[config.mk]
export PLATFORM = sky130hd
export DESIGN_NAME = load_store_unit_flat
export DESIGN_NICKNAME = d
export VERILOG_FILES = /design/src/rtl/load_store_unit_if.sv /design/src/rtl/load_store_unit.sv /design/src/flat_wrapper.sv
export SDC_FILE = /design/constraint.sdc
export NUM_CORES = 1
export LEC_CHECK = 0
export CAP_MARGIN = 15
export CELL_PAD_IN_SITES_DETAIL_PLACEMENT = 0
export CELL_PAD_IN_SITES_GLOBAL_PLACEMENT = 1
export CORE_MARGIN = 2
export CORE_UTILIZATION = 34
export CTS_BUF_LIST = sky130_fd_sc_hd__clkbuf_8
export DETAILED_ROUTE_END_ITERATION = 6
export GPL_TIMING_DRIVEN = 0
export PLACE_DENSITY = 0.78
export SLEW_MARGIN = 20
export SYNTH_ARGS = -nofsm -noshare
export SYNTH_HDL_FRONTEND = slang
export SYNTH_SLANG_ARGS = --single-unit
export TNS_END_PERCENT = 50
[constraint.sdc]
create_clock -name clk -period 2.1 [get_ports clk]
set_input_delay 0.63 -clock clk [delete_from_list [all_inputs] [get_ports clk]]
set_output_delay 0.63 -clock clk [all_outputs]
set_load 0.02 [all_outputs]
[src/rtl/load_store_unit_if.sv]
// rtl/load_store_unit_if.sv - request/response and data-memory signal bundle for load_store_unit
interface load_store_unit_if;
  // requester side
  logic        req;
  logic        we;
  logic [1:0]  size;
  logic        sign_ext;
  logic [31:0] addr;
  logic [31:0] wdata;
  logic        busy;
  logic        done;
  logic        err;
  logic [31:0] rdata;
  // data memory side
  logic [31:0] mem_address;
  logic [31:0] mem_writeData;
  logic        mem_read;
  logic        mem_write;
  logic [31:0] mem_readdata;

  modport slave (
    input  req, we, size, sign_ext, addr, wdata, mem_readdata,
    output busy, done, err, rdata, mem_address, mem_writeData, mem_read, mem_write
  );

  modport master (
    output req, we, size, sign_ext, addr, wdata, mem_readdata,
    input  busy, done, err, rdata, mem_address, mem_writeData, mem_read, mem_write
  );
endinterface

[src/rtl/load_store_unit.sv]
// rtl/load_store_unit.sv - byte/halfword/word load-store unit with read-modify-write stores; optional LSU_ALIGN_CHECK_EN
module load_store_unit (
  input  logic                clk,
  input  logic                rst,
  load_store_unit_if.slave    bus
);

  localparam logic [1:0] S_IDLE  = 2'd0;
  localparam logic [1:0] S_READ  = 2'd1;
  localparam logic [1:0] S_WRITE = 2'd2;
  localparam logic [1:0] S_RESP  = 2'd3;

  logic [1:0]  r_state;
  logic [1:0]  w_next;
  logic        r_we;
  logic [1:0]  r_size;
  logic        r_sext;
  logic [31:0] r_addr;
  logic [31:0] r_wdata;
  logic [31:0] r_rword;
  logic [31:0] r_rdata;
  logic        r_rej;

  logic        w_misalign;
  logic        w_reject;
  logic [7:0]  w_byte;
  logic [15:0] w_half;
  logic [31:0] w_load;
  logic [31:0] w_merge;

`ifdef LSU_ALIGN_CHECK_EN
  assign w_misalign = ((bus.size == 2'b01) && bus.addr[0]) ||
                      ((bus.size == 2'b10) && (bus.addr[1:0] != 2'b00));
`else
  assign w_misalign = 1'b0;
`endif

  // size 11 is never a legal access, regardless of alignment checking
  assign w_reject = (bus.size == 2'b11) | w_misalign;

  // next-state selection; word stores skip the read, sub-word stores read first
  always_comb begin
    w_next = r_state;
    case (r_state)
      S_IDLE: begin
        if (bus.req) begin
          if (w_reject)                          w_next = S_RESP;
          else if (bus.we && bus.size == 2'b10)  w_next = S_WRITE;
          else                                   w_next = S_READ;
        end
      end
      S_READ:  w_next = r_we ? S_WRITE : S_RESP;
      S_WRITE: w_next = S_RESP;
      default: w_next = S_IDLE;
    endcase
  end

  // lane extraction and extension of the word returned by memory
  always_comb begin
    case (r_addr[1:0])
      2'd0:    w_byte = bus.mem_readdata[7:0];
      2'd1:    w_byte = bus.mem_readdata[15:8];
      2'd2:    w_byte = bus.mem_readdata[23:16];
      default: w_byte = bus.mem_readdata[31:24];
    endcase
    w_half = r_addr[1] ? bus.mem_readdata[31:16] : bus.mem_readdata[15:0];
    case (r_size)
      2'b00:   w_load = {{24{r_sext & w_byte[7]}}, w_byte};
      2'b01:   w_load = {{16{r_sext & w_half[15]}}, w_half};
      default: w_load = bus.mem_readdata;
    endcase
  end

  // merge store data into the previously read word; a word store replaces it whole
  always_comb begin
    w_merge = r_rword;
    case (r_size)
      2'b00: begin
        case (r_addr[1:0])
          2'd0:    w_merge[7:0]   = r_wdata[7:0];
          2'd1:    w_merge[15:8]  = r_wdata[7:0];
          2'd2:    w_merge[23:16] = r_wdata[7:0];
          default: w_merge[31:24] = r_wdata[7:0];
        endcase
      end
      2'b01: begin
        if (r_addr[1]) w_merge[31:16] = r_wdata[15:0];
        else           w_merge[15:0]  = r_wdata[15:0];
      end
      default: w_merge = r_wdata;
    endcase
  end

  // state, request latching and read capture; reset aborts any access in flight
  always_ff @(posedge clk) begin
    if (rst) begin
      r_state <= S_IDLE;
      r_we    <= 1'b0;
      r_size  <= 2'b00;
      r_sext  <= 1'b0;
      r_addr  <= 32'd0;
      r_wdata <= 32'd0;
      r_rword <= 32'd0;
      r_rdata <= 32'd0;
      r_rej   <= 1'b0;
    end else begin
      r_state <= w_next;
      case (r_state)
        S_IDLE: begin
          if (bus.req) begin
            r_we    <= bus.we;
            r_size  <= bus.size;
            r_sext  <= bus.sign_ext;
            r_addr  <= bus.addr;
            r_wdata <= bus.wdata;
            r_rej   <= w_reject;
          end
        end
        S_READ: begin
          r_rword <= bus.mem_readdata;
          if (!r_we) r_rdata <= w_load;
        end
        default: ;
      endcase
    end
  end

  assign bus.busy          = (r_state != S_IDLE);
  assign bus.done          = (r_state == S_RESP);
  assign bus.err           = (r_state == S_RESP) & r_rej;
  assign bus.rdata         = r_rdata;
  assign bus.mem_address   = {r_addr[31:2], 2'b00};
  assign bus.mem_writeData = w_merge;
  // gated by rst so nothing reaches memory during a reset cycle
  assign bus.mem_read      = (r_state == S_READ)  & ~rst;
  assign bus.mem_write     = (r_state == S_WRITE) & ~rst;

endmodule

[src/flat_wrapper.sv]
// flat-port wrapper written by rule: the top's interface ports become plain ports
module load_store_unit_flat 
  (clk, rst, bus_req, bus_we, bus_size, bus_sign_ext, bus_addr, bus_wdata, bus_mem_readdata, bus_busy, bus_done, bus_err, bus_rdata, bus_mem_address, bus_mem_writeData, bus_mem_read, bus_mem_write);
  load_store_unit_if bus_i ();
  input  logic clk;
  input  logic rst;
  input wire logic [$bits(bus_i.req)-1:0] bus_req;
  input wire logic [$bits(bus_i.we)-1:0] bus_we;
  input wire logic [$bits(bus_i.size)-1:0] bus_size;
  input wire logic [$bits(bus_i.sign_ext)-1:0] bus_sign_ext;
  input wire logic [$bits(bus_i.addr)-1:0] bus_addr;
  input wire logic [$bits(bus_i.wdata)-1:0] bus_wdata;
  input wire logic [$bits(bus_i.mem_readdata)-1:0] bus_mem_readdata;
  output wire logic [$bits(bus_i.busy)-1:0] bus_busy;
  output wire logic [$bits(bus_i.done)-1:0] bus_done;
  output wire logic [$bits(bus_i.err)-1:0] bus_err;
  output wire logic [$bits(bus_i.rdata)-1:0] bus_rdata;
  output wire logic [$bits(bus_i.mem_address)-1:0] bus_mem_address;
  output wire logic [$bits(bus_i.mem_writeData)-1:0] bus_mem_writeData;
  output wire logic [$bits(bus_i.mem_read)-1:0] bus_mem_read;
  output wire logic [$bits(bus_i.mem_write)-1:0] bus_mem_write;
  assign bus_i.req = bus_req;
  assign bus_i.we = bus_we;
  assign bus_i.size = bus_size;
  assign bus_i.sign_ext = bus_sign_ext;
  assign bus_i.addr = bus_addr;
  assign bus_i.wdata = bus_wdata;
  assign bus_i.mem_readdata = bus_mem_readdata;
  assign bus_busy = bus_i.busy;
  assign bus_done = bus_i.done;
  assign bus_err = bus_i.err;
  assign bus_rdata = bus_i.rdata;
  assign bus_mem_address = bus_i.mem_address;
  assign bus_mem_writeData = bus_i.mem_writeData;
  assign bus_mem_read = bus_i.mem_read;
  assign bus_mem_write = bus_i.mem_write;
  load_store_unit u_core (.clk(clk), .rst(rst), .bus(bus_i));
endmodule
==> results of run 1 <==
## timing repair
item,in CTS,in global routing
setup buffers,21,6
gates resized for setup,399,56
setup endpoints to repair,67,51
cloned,3,3
pin swaps,22,16
## power by group through the flow
stage | Clock (mW) | Combinational [mW] | Sequential, mW
after floorplan | 0 | 2.80 | 3.84
after global placement | 0 | 5.03 | 3.66
after detailed placement | 0 | 5.04 | 3.68
after CTS | 2.74 | 5.67 | 3.65
after global routing | 2.84 | 6.45 | 3.76
final | 2.70 | 6.02 | 3.69
## worst paths after layout
kind                     start               endpoint  slack [ns]  depth (start not counted)
max           u_core.r_addr[0]  bus_mem_writeData[24]       -0.36                          6
min          u_core.r_addr[21]      u_core.r_addr[21]        0.45                          2
max reg2reg  u_core.r_state[1]    u_core.bus.rdata[7]        0.09                          8
min reg2reg  u_core.r_addr[21]      u_core.r_addr[21]        0.45                          2
## registers in the layout, summed over array words and instances (netlist names)
name,flops
u_core.r_size,2
u_core.r_rword,32
u_core.r_we,1
u_core.r_wdata,32
u_core.bus.rdata,32
u_core.r_addr,32
u_core.r_state,2
u_core.r_sext,1
u_core.r_rej,1
## cell usage after synthesis (2+ instances only)
cell type | number | area, µm²
dfxtp_1 | 135 | 2703
buf_6 | 2 | 22.52
nor2b_1 | 6 | 37.54
a221oi_1 | 9 | 78.83
or3_1 | 6 | 37.54
buf_1 | 8 | 30.03
nor3_1 | 10 | 50.05
a211oi_1 | 17 | 127.6
nand2b_1 | 17 | 106.4
a31oi_1 | 8 | 50.05
buf_4 | 35 | 262.8
o22ai_1 | 24 | 150.1
o31ai_1 | 14 | 105.1
clkbuf_1 | 24 | 90.09
mux2i_1 | 43 | 430.4
a21oi_1 | 86 | 430.4
a22oi_1 | 8 | 60.06
and2_1 | 2 | 12.51
inv_1 | 12 | 45.04
ha_1 | 4 | 50.05
nor2_1 | 84 | 315.3
nand2_1 | 198 | 743.2
o21ai_0 | 24 | 120.1
buf_2 | 25 | 125.1
a311oi_1 | 7 | 61.31
## kinds of logic after synthesis
family	share of synthesized area, %
other	0.05854
DFF	42.19
adders and majority gates	0.7813
and+or+nand+nor	21.15
buffers and inverters	9.121
AOI/OAI and AO/OA	19.75
muxes	6.953
## cells in the final DEF (no fill, tap or decap), types with 3 or more instances in the layout
cell	count
a211oi_1	17
a21oi_1	81
a21oi_2	5
a221oi_2	6
a22oi_1	8
a311oi_1	7
a31oi_1	7
buf_1	7
buf_12	10
buf_2	15
buf_4	96
buf_6	31
buf_8	6
bufinv_16	7
clkbuf_1	18
clkbuf_8	22
clkdlybuf4s50_1	127
clkinvlp_4	4
dfxtp_1	129
dfxtp_2	3
dfxtp_4	3
dlymetal6s2s_1	6
inv_1	12
mux2i_1	43
nand2_1	190
nand2_2	5
nand2_4	3
nand2b_1	15
nor2_1	81
nor2b_1	4
nor3_2	6
o21ai_0	8
o21ai_1	8
o21ai_2	7
o22ai_1	16
o22ai_2	6
o31ai_1	6
o31ai_4	8
or3_1	6
## final cells by class
type / instances / area [µm²] / area share, %
clock inverters: 15 / 259.0 / 2.533
well taps: 234 / 292.8 / 2.863
repair buffers: 233 / 2272 / 22.22
multi-input cells: 584 / 3613 / 35.34
plain buffers: 94 / 777.0 / 7.598
flip-flops and latches: 135 / 2718 / 26.58
inverters: 13 / 60.06 / 0.5873
clock buffers: 17 / 234.0 / 2.288
## routing by layer
layer	global-route usage, %	wire, µm	vias to the layer above
met3	4.320	1458	43
met2	38.27	11420	249
met1	32.03	10780	3184
li1	-	-	3288
met4	9.105	665	0
met5	0	0	-
## critical path: cells and delay by family, from the launching register on
family	cells	cell delay, ns
AND/OR/NAND/NOR	1	0.10
flip-flops	1	0.37
buffers and inverters	3	0.45
AO/OA/AOI/OAI	2	0.45
## through the flow
| stage | instances | power, mW |
|---|---|---|
| 2_1_floorplan | 827 | 6.639 |
| 3_3_place_gp | 1261 | 8.692 |
| 3_5_place_dp | 1261 | 8.713 |
| 4_1_cts | 1316 | 12.06 |
| 5_1_grt | 1325 | 13.04 |
| 6_report | 1325 | 12.41 |
==> results by group, run 1 <==
Outcome
  – Status: finished, violations left
  – Violated checks: negative setup slack

Routing
  – Pre-antenna DRT Iters: 5
  – # DRC: 0
  – Drt total wl: 24,320 µm
  – DR vias: 6,764
  – Starting DRT DRC Count: approximately 550
  – DR vias/cell: about 5.1
  – Wire per inst: about 18 µm
  – Antenna Nets Post-Route: 0

Hold path
  – HP Class: flop to flop

Critical path
  – Critical Path Most Common Cell: buf_12
  – Worst EP required: 1.47 ns
  – Critical path arrival: 1.83 ns
  – Startpoint type of the worst setup path: flop
  – Slowest stage delay, CP: 0.37 ns
  – Sequence of cells on the critical path: buf_12 > buf_12 > a31oi_1 > nor2_1 > o31ai_4 > buf_6
  – Max FO, Critical Path: 10
  – Slowest cell on the critical path: dfxtp_4
  – CP Capture Type: primary output
  – CP Class: flop to primary output

Power and ir drop
  – Switch share: 38.39%
  – Clk network pwr share: between 20% and 30%
  – Peak VDD IR: 624.5 µV
  – Combinational group share of total power: roughly 49%
  – Net Switching: 4.765 mW
  – Reg power frac: just under 30%
  – Int Pwr: 7.645 mW
  – Pwr Density: roughly 1200 nW/µm²
  – Leak pwr: 4.085 nW

CTS
  – Clock-pin slew on the worst setup and hold paths: 0.08 ns
  – Latest clock arrival within the worst-skew pair: 0.46 ns
  – CTS tree: yes
  – H-tree Lvls: 4
  – CTS buffer count: 17
  – CTS sink count: 135
  – Clock Root Buffer: clkbuf_8
  – CTS Hold Bufs: 0
  – Clock Path Buffers: 2

Yosys
  – Post-synthesis register bit count: 135
  – Syn avg cell area: 7.756 µm²
  – Synth unique cells: 43
  – Ys flop type: dfxtp_1
  – YS warnings: 0
  – Mapped Area: 6406 µm²
  – Sequential share of the synthesized area: 42.19%
  – EDFF count, synth: 0
  – Async S/R FF share, synth: 0%
  – Synth Instances: 826

Timing
  – RSZ-0062 raised after global routing: true
  – Pins over their slew limit: 0
  – Max-slew headroom: 55.67%
  – Clk_skew: 0.007397 ns
  – Final setup TNS: -9.560 ns
  – Fmax: 0.4058 GHz
  – Final worst slack: -0.3641 ns
  – Period minus WS final: 2.464 ns
  – Setup violations, final: 33
  – Hold Vio Cnt, Final: 0
  – Post-route clock period utilization: 117.3%
  – Tightest Pin Transition: 0.6649 ns
  – Fin Hold WS: 0.4549 ns

Placement
  – Hpwl dp: 17,260 µm
  – IO buf count: 200
  – Placed Instance Area: 8741 µm²
  – Final GP Congestion: approximately 0.89
  – DP Worst Slack: -0.8396 ns

Layout
  – Final net count: 1,185
  – Final instance area: 10,230 µm²
  – # diodes: 0
  – Util after Layout: a little under three fifths
  – Fill cells: 1,729
  – Layout area overhead: 59.63%
  – Layout cell share with drive strength beyond 1: 25.57%

Global route
  – Initial antenna violation count: 0
  – Vias in the first global route: 6,373
  – Grt ovf: 0
  – All-Layer GR Usage: 23.84%
  – Largest net degree at the start of global routing: 17
  – First-pass GRT wire length: 36,370 µm

Floorplan
  – Die X: 141.3 µm
  – Core Rows: 50
  – Die height: 141.3 µm
  – Die area: 19,960 µm²
  – Core area: 18,580 µm²
  – I/O Pins: 204
  – Starting Density: 34.48%

Job
  – Number of max-cap violations: 0
(Power assumes the default switching activity.)
==> run 2, diff against run 1 <==
- CELL_PAD_IN_SITES_DETAIL_PLACEMENT: 0 -> 1
- CELL_PAD_IN_SITES_GLOBAL_PLACEMENT: 1 -> 2
- CORE_UTILIZATION: 34 -> 26
- HOLD_SLACK_MARGIN: unset -> 0.06
- PLACE_DENSITY: 0.78 -> 0.77
==> results by group, run 2 (synthesized netlist as in run 1, its figures left out) <==
Outcome
  – Status: finished, violations left
  – Violated checks: negative setup slack

Placement
  – Placed Cells: 1,351
  – IO buf count: 200
  – Placed Instance Area: 8853 µm²
  – Final GP Congestion: between 0.8 and 0.9
  – Hpwl dp: 19,840 µm

Power and ir drop
  – Total chip power: 12.20 mW
  – Pwr Density: between 1000 and 1500 nW/µm²
  – Leak pwr: 4.355 nW
  – Combinational group share of total power: 51.3%
  – Int Pwr: approximately 7.2 mW
  – Peak VDD IR: 601.7 µV
  – Reg power frac: 30.3%
  – Net Switching: approximately 5 mW
  – Switch share: 41.02%
  – Clk network pwr share: 18.4%

Layout
  – Fin cells: 1,417
  – Most common cell after layout, fill and taps aside: nand2_1
  – Layout area overhead: 63.59%
  – Commonest non-fill, non-tap cells in the layout: nand2_1 (190), dfxtp_1 (129), clkdlybuf4s50_1 (109)
  – # diodes: 0
  – Fill cells: 2,866
  – Layout cell share with drive strength beyond 1: 26.90%
  – Final instance area: 10,480 µm²
  – Final net count: 1,187

CTS
  – Latest clock arrival within the worst-skew pair: 0.47 ns
  – H-tree Lvls: 4
  – CTS sink count: 135
  – CTS buffer count: 17
  – CTS tree: yes
  – CTS Hold Bufs: 0
  – Clock-pin slew on the worst setup and hold paths: 0.08 ns
  – Clock Path Buffers: 2
  – Clock Root Buffer: clkbuf_8

Floorplan
  – Core Rows: 57
  – Die area: around 26,000 µm²
  – Die X: 161.0 µm
  – Core area: 24,250 µm²
  – Starting Density: 26.42%
  – Die height: 161.0 µm
  – I/O Pins: 204

Timing
  – Final worst slack: -0.3465 ns
  – Hold Vio Cnt, Final: 0
  – Post-route clock period utilization: 116.5%
  – Max-slew headroom: 55.01%
  – Setup violations, final: 33
  – Fmax: a little over 0.4 GHz
  – RSZ-0062 raised after global routing: true
  – Period minus WS final: 2.447 ns
  – Final setup TNS: -9.271 ns
  – Tightest Pin Transition: about 0.67 ns
  – Clk_skew: 0.01628 ns
  – Pins over their slew limit: 0

Critical path
  – Worst EP required: around 1.5 ns
  – Startpoint type of the worst setup path: flop
  – Critical path arrival: 1.82 ns
  – Critical Path Most Common Cell: buf_12
  – Max FO, Critical Path: 10
  – Buf/Inv on CP: 3
  – Worst r2r src: u_core.r_state[1]
  – Slowest cell on the critical path: dfxtp_4
  – CP Class: flop to primary output
  – Cell family with most CP delay: buffers and inverters
  – Sequence of cells on the critical path: buf_12 > buf_12 > a31oi_4 > nor2_2 > o31ai_4 > buf_6
  – R2R setup slack: 0.14 ns
  – Setup crit start: u_core.r_addr[1]
  – Slowest stage delay, CP: 0.39 ns
  – CP Capture Type: primary output

Global route
  – Initial antenna violation count: 0
  – First-pass GRT wire length: 41,340 µm
  – All-Layer GR Usage: 20.95%
  – Grt ovf: 0
  – Largest net degree at the start of global routing: 17
  – Vias in the first global route: 6,832

Routing
  – Drt total wl: 26,870 µm
  – DR vias: 6,699
  – DR vias/cell: ~4.7
  – Starting DRT DRC Count: 366
  – Pre-antenna DRT Iters: 7
  – # DRC: 0
  – Antenna Nets Post-Route: 0
  – Wire per inst: 18.97 µm

Job
  – Number of max-cap violations: 0

Hold path
  – HP Class: flop to flop
  – Hold Crit Start: u_core.r_rej
[run 2: changes by cell type in the layout (fill, tap and decap cells not counted), sizes merged]
| cell | delta |
|---|---|
| bufinv | -5 |
| inv | +1 |
| clkinv | +3 |
| clkdlybuf4s50 | -18 |
| dlygate4sd2 | +9 |
| buf | -1 |
| dlymetal6s2s | +13 |
[run 2: final cells by class]
cell class | instances | area, µm² | area share (%)
plain buffers | 94 | 833.3 | 7.951
clock buffers | 18 | 247.7 | 2.364
multi-input cells | 584 | 3756 | 35.84
well taps | 324 | 405.4 | 3.868
inverters | 13 | 57.56 | 0.5492
clock inverters | 14 | 152.6 | 1.457
repair buffers | 235 | 2310 | 22.04
flip-flops and latches | 135 | 2718 | 25.93
[run 2: timing repair]
| action | in CTS | in global routing |
|---|---|---|
| gates resized for setup | 449 | 57 |
| cloned | 4 | 1 |
| setup buffers | 23 | 7 |
| hold endpoints to repair | 0 | 0 |
| endpoints found under the setup margin | 82 | 53 |
| pin swaps | 26 | 12 |
[run 2: worst register-to-register path: stages, from the launching register on]
cell and delay, ns:
dfxtp_2 0.34, inv_2 0.06, ha_2 0.16, buf_6 0.10, buf_4 0.17, nor2b_1 0.17
buf_2 0.29, buf_2 0.28, nor2_1 0.07, a311oi_1 0.25
[run 2: metal layers]
layer | vias to the layer above | share of wire [%] | GRT usage (%)
met4 | 0 | 0.98 | 4.870
met1 | 3198 | 46 | 28.58
met3 | 23 | 4.9 | 4.263
met5 | - | 0 | 0
li1 | 3299 | - | -
met2 | 179 | 48 | 34.18
[run 2: worst paths after layout]
path / endpoint / cells after the start
worst min register to register: u_core.r_rej / 2
worst max register to register: u_core.bus.rdata[14] / 9
worst max-delay path: bus_mem_writeData[28] / 6
worst min-delay path: u_core.r_rej / 2
[run 2: power by group through the flow]
stage	registers [mW]	clock network, mW	logic, mW
floorplan	3.84	0	2.80
CTS	3.67	2.30	6.07
finish	3.70	2.24	6.26
global route	3.77	2.42	6.72
global placement	3.68	0	5.12
detailed placement	3.70	0	5.16
[run 2: through the flow]
stage	utilization (%)	setup slack, ns	hold slack, ns
floorplan	-	-0.04299	0.4273
global placement	36.51	-0.9256	0.4372
detailed placement	36.51	-0.9160	0.4417
CTS	41.87	-0.3430	0.4528
global route	43.22	-0.4035	0.4736
finish	43.22	-0.3465	0.4486
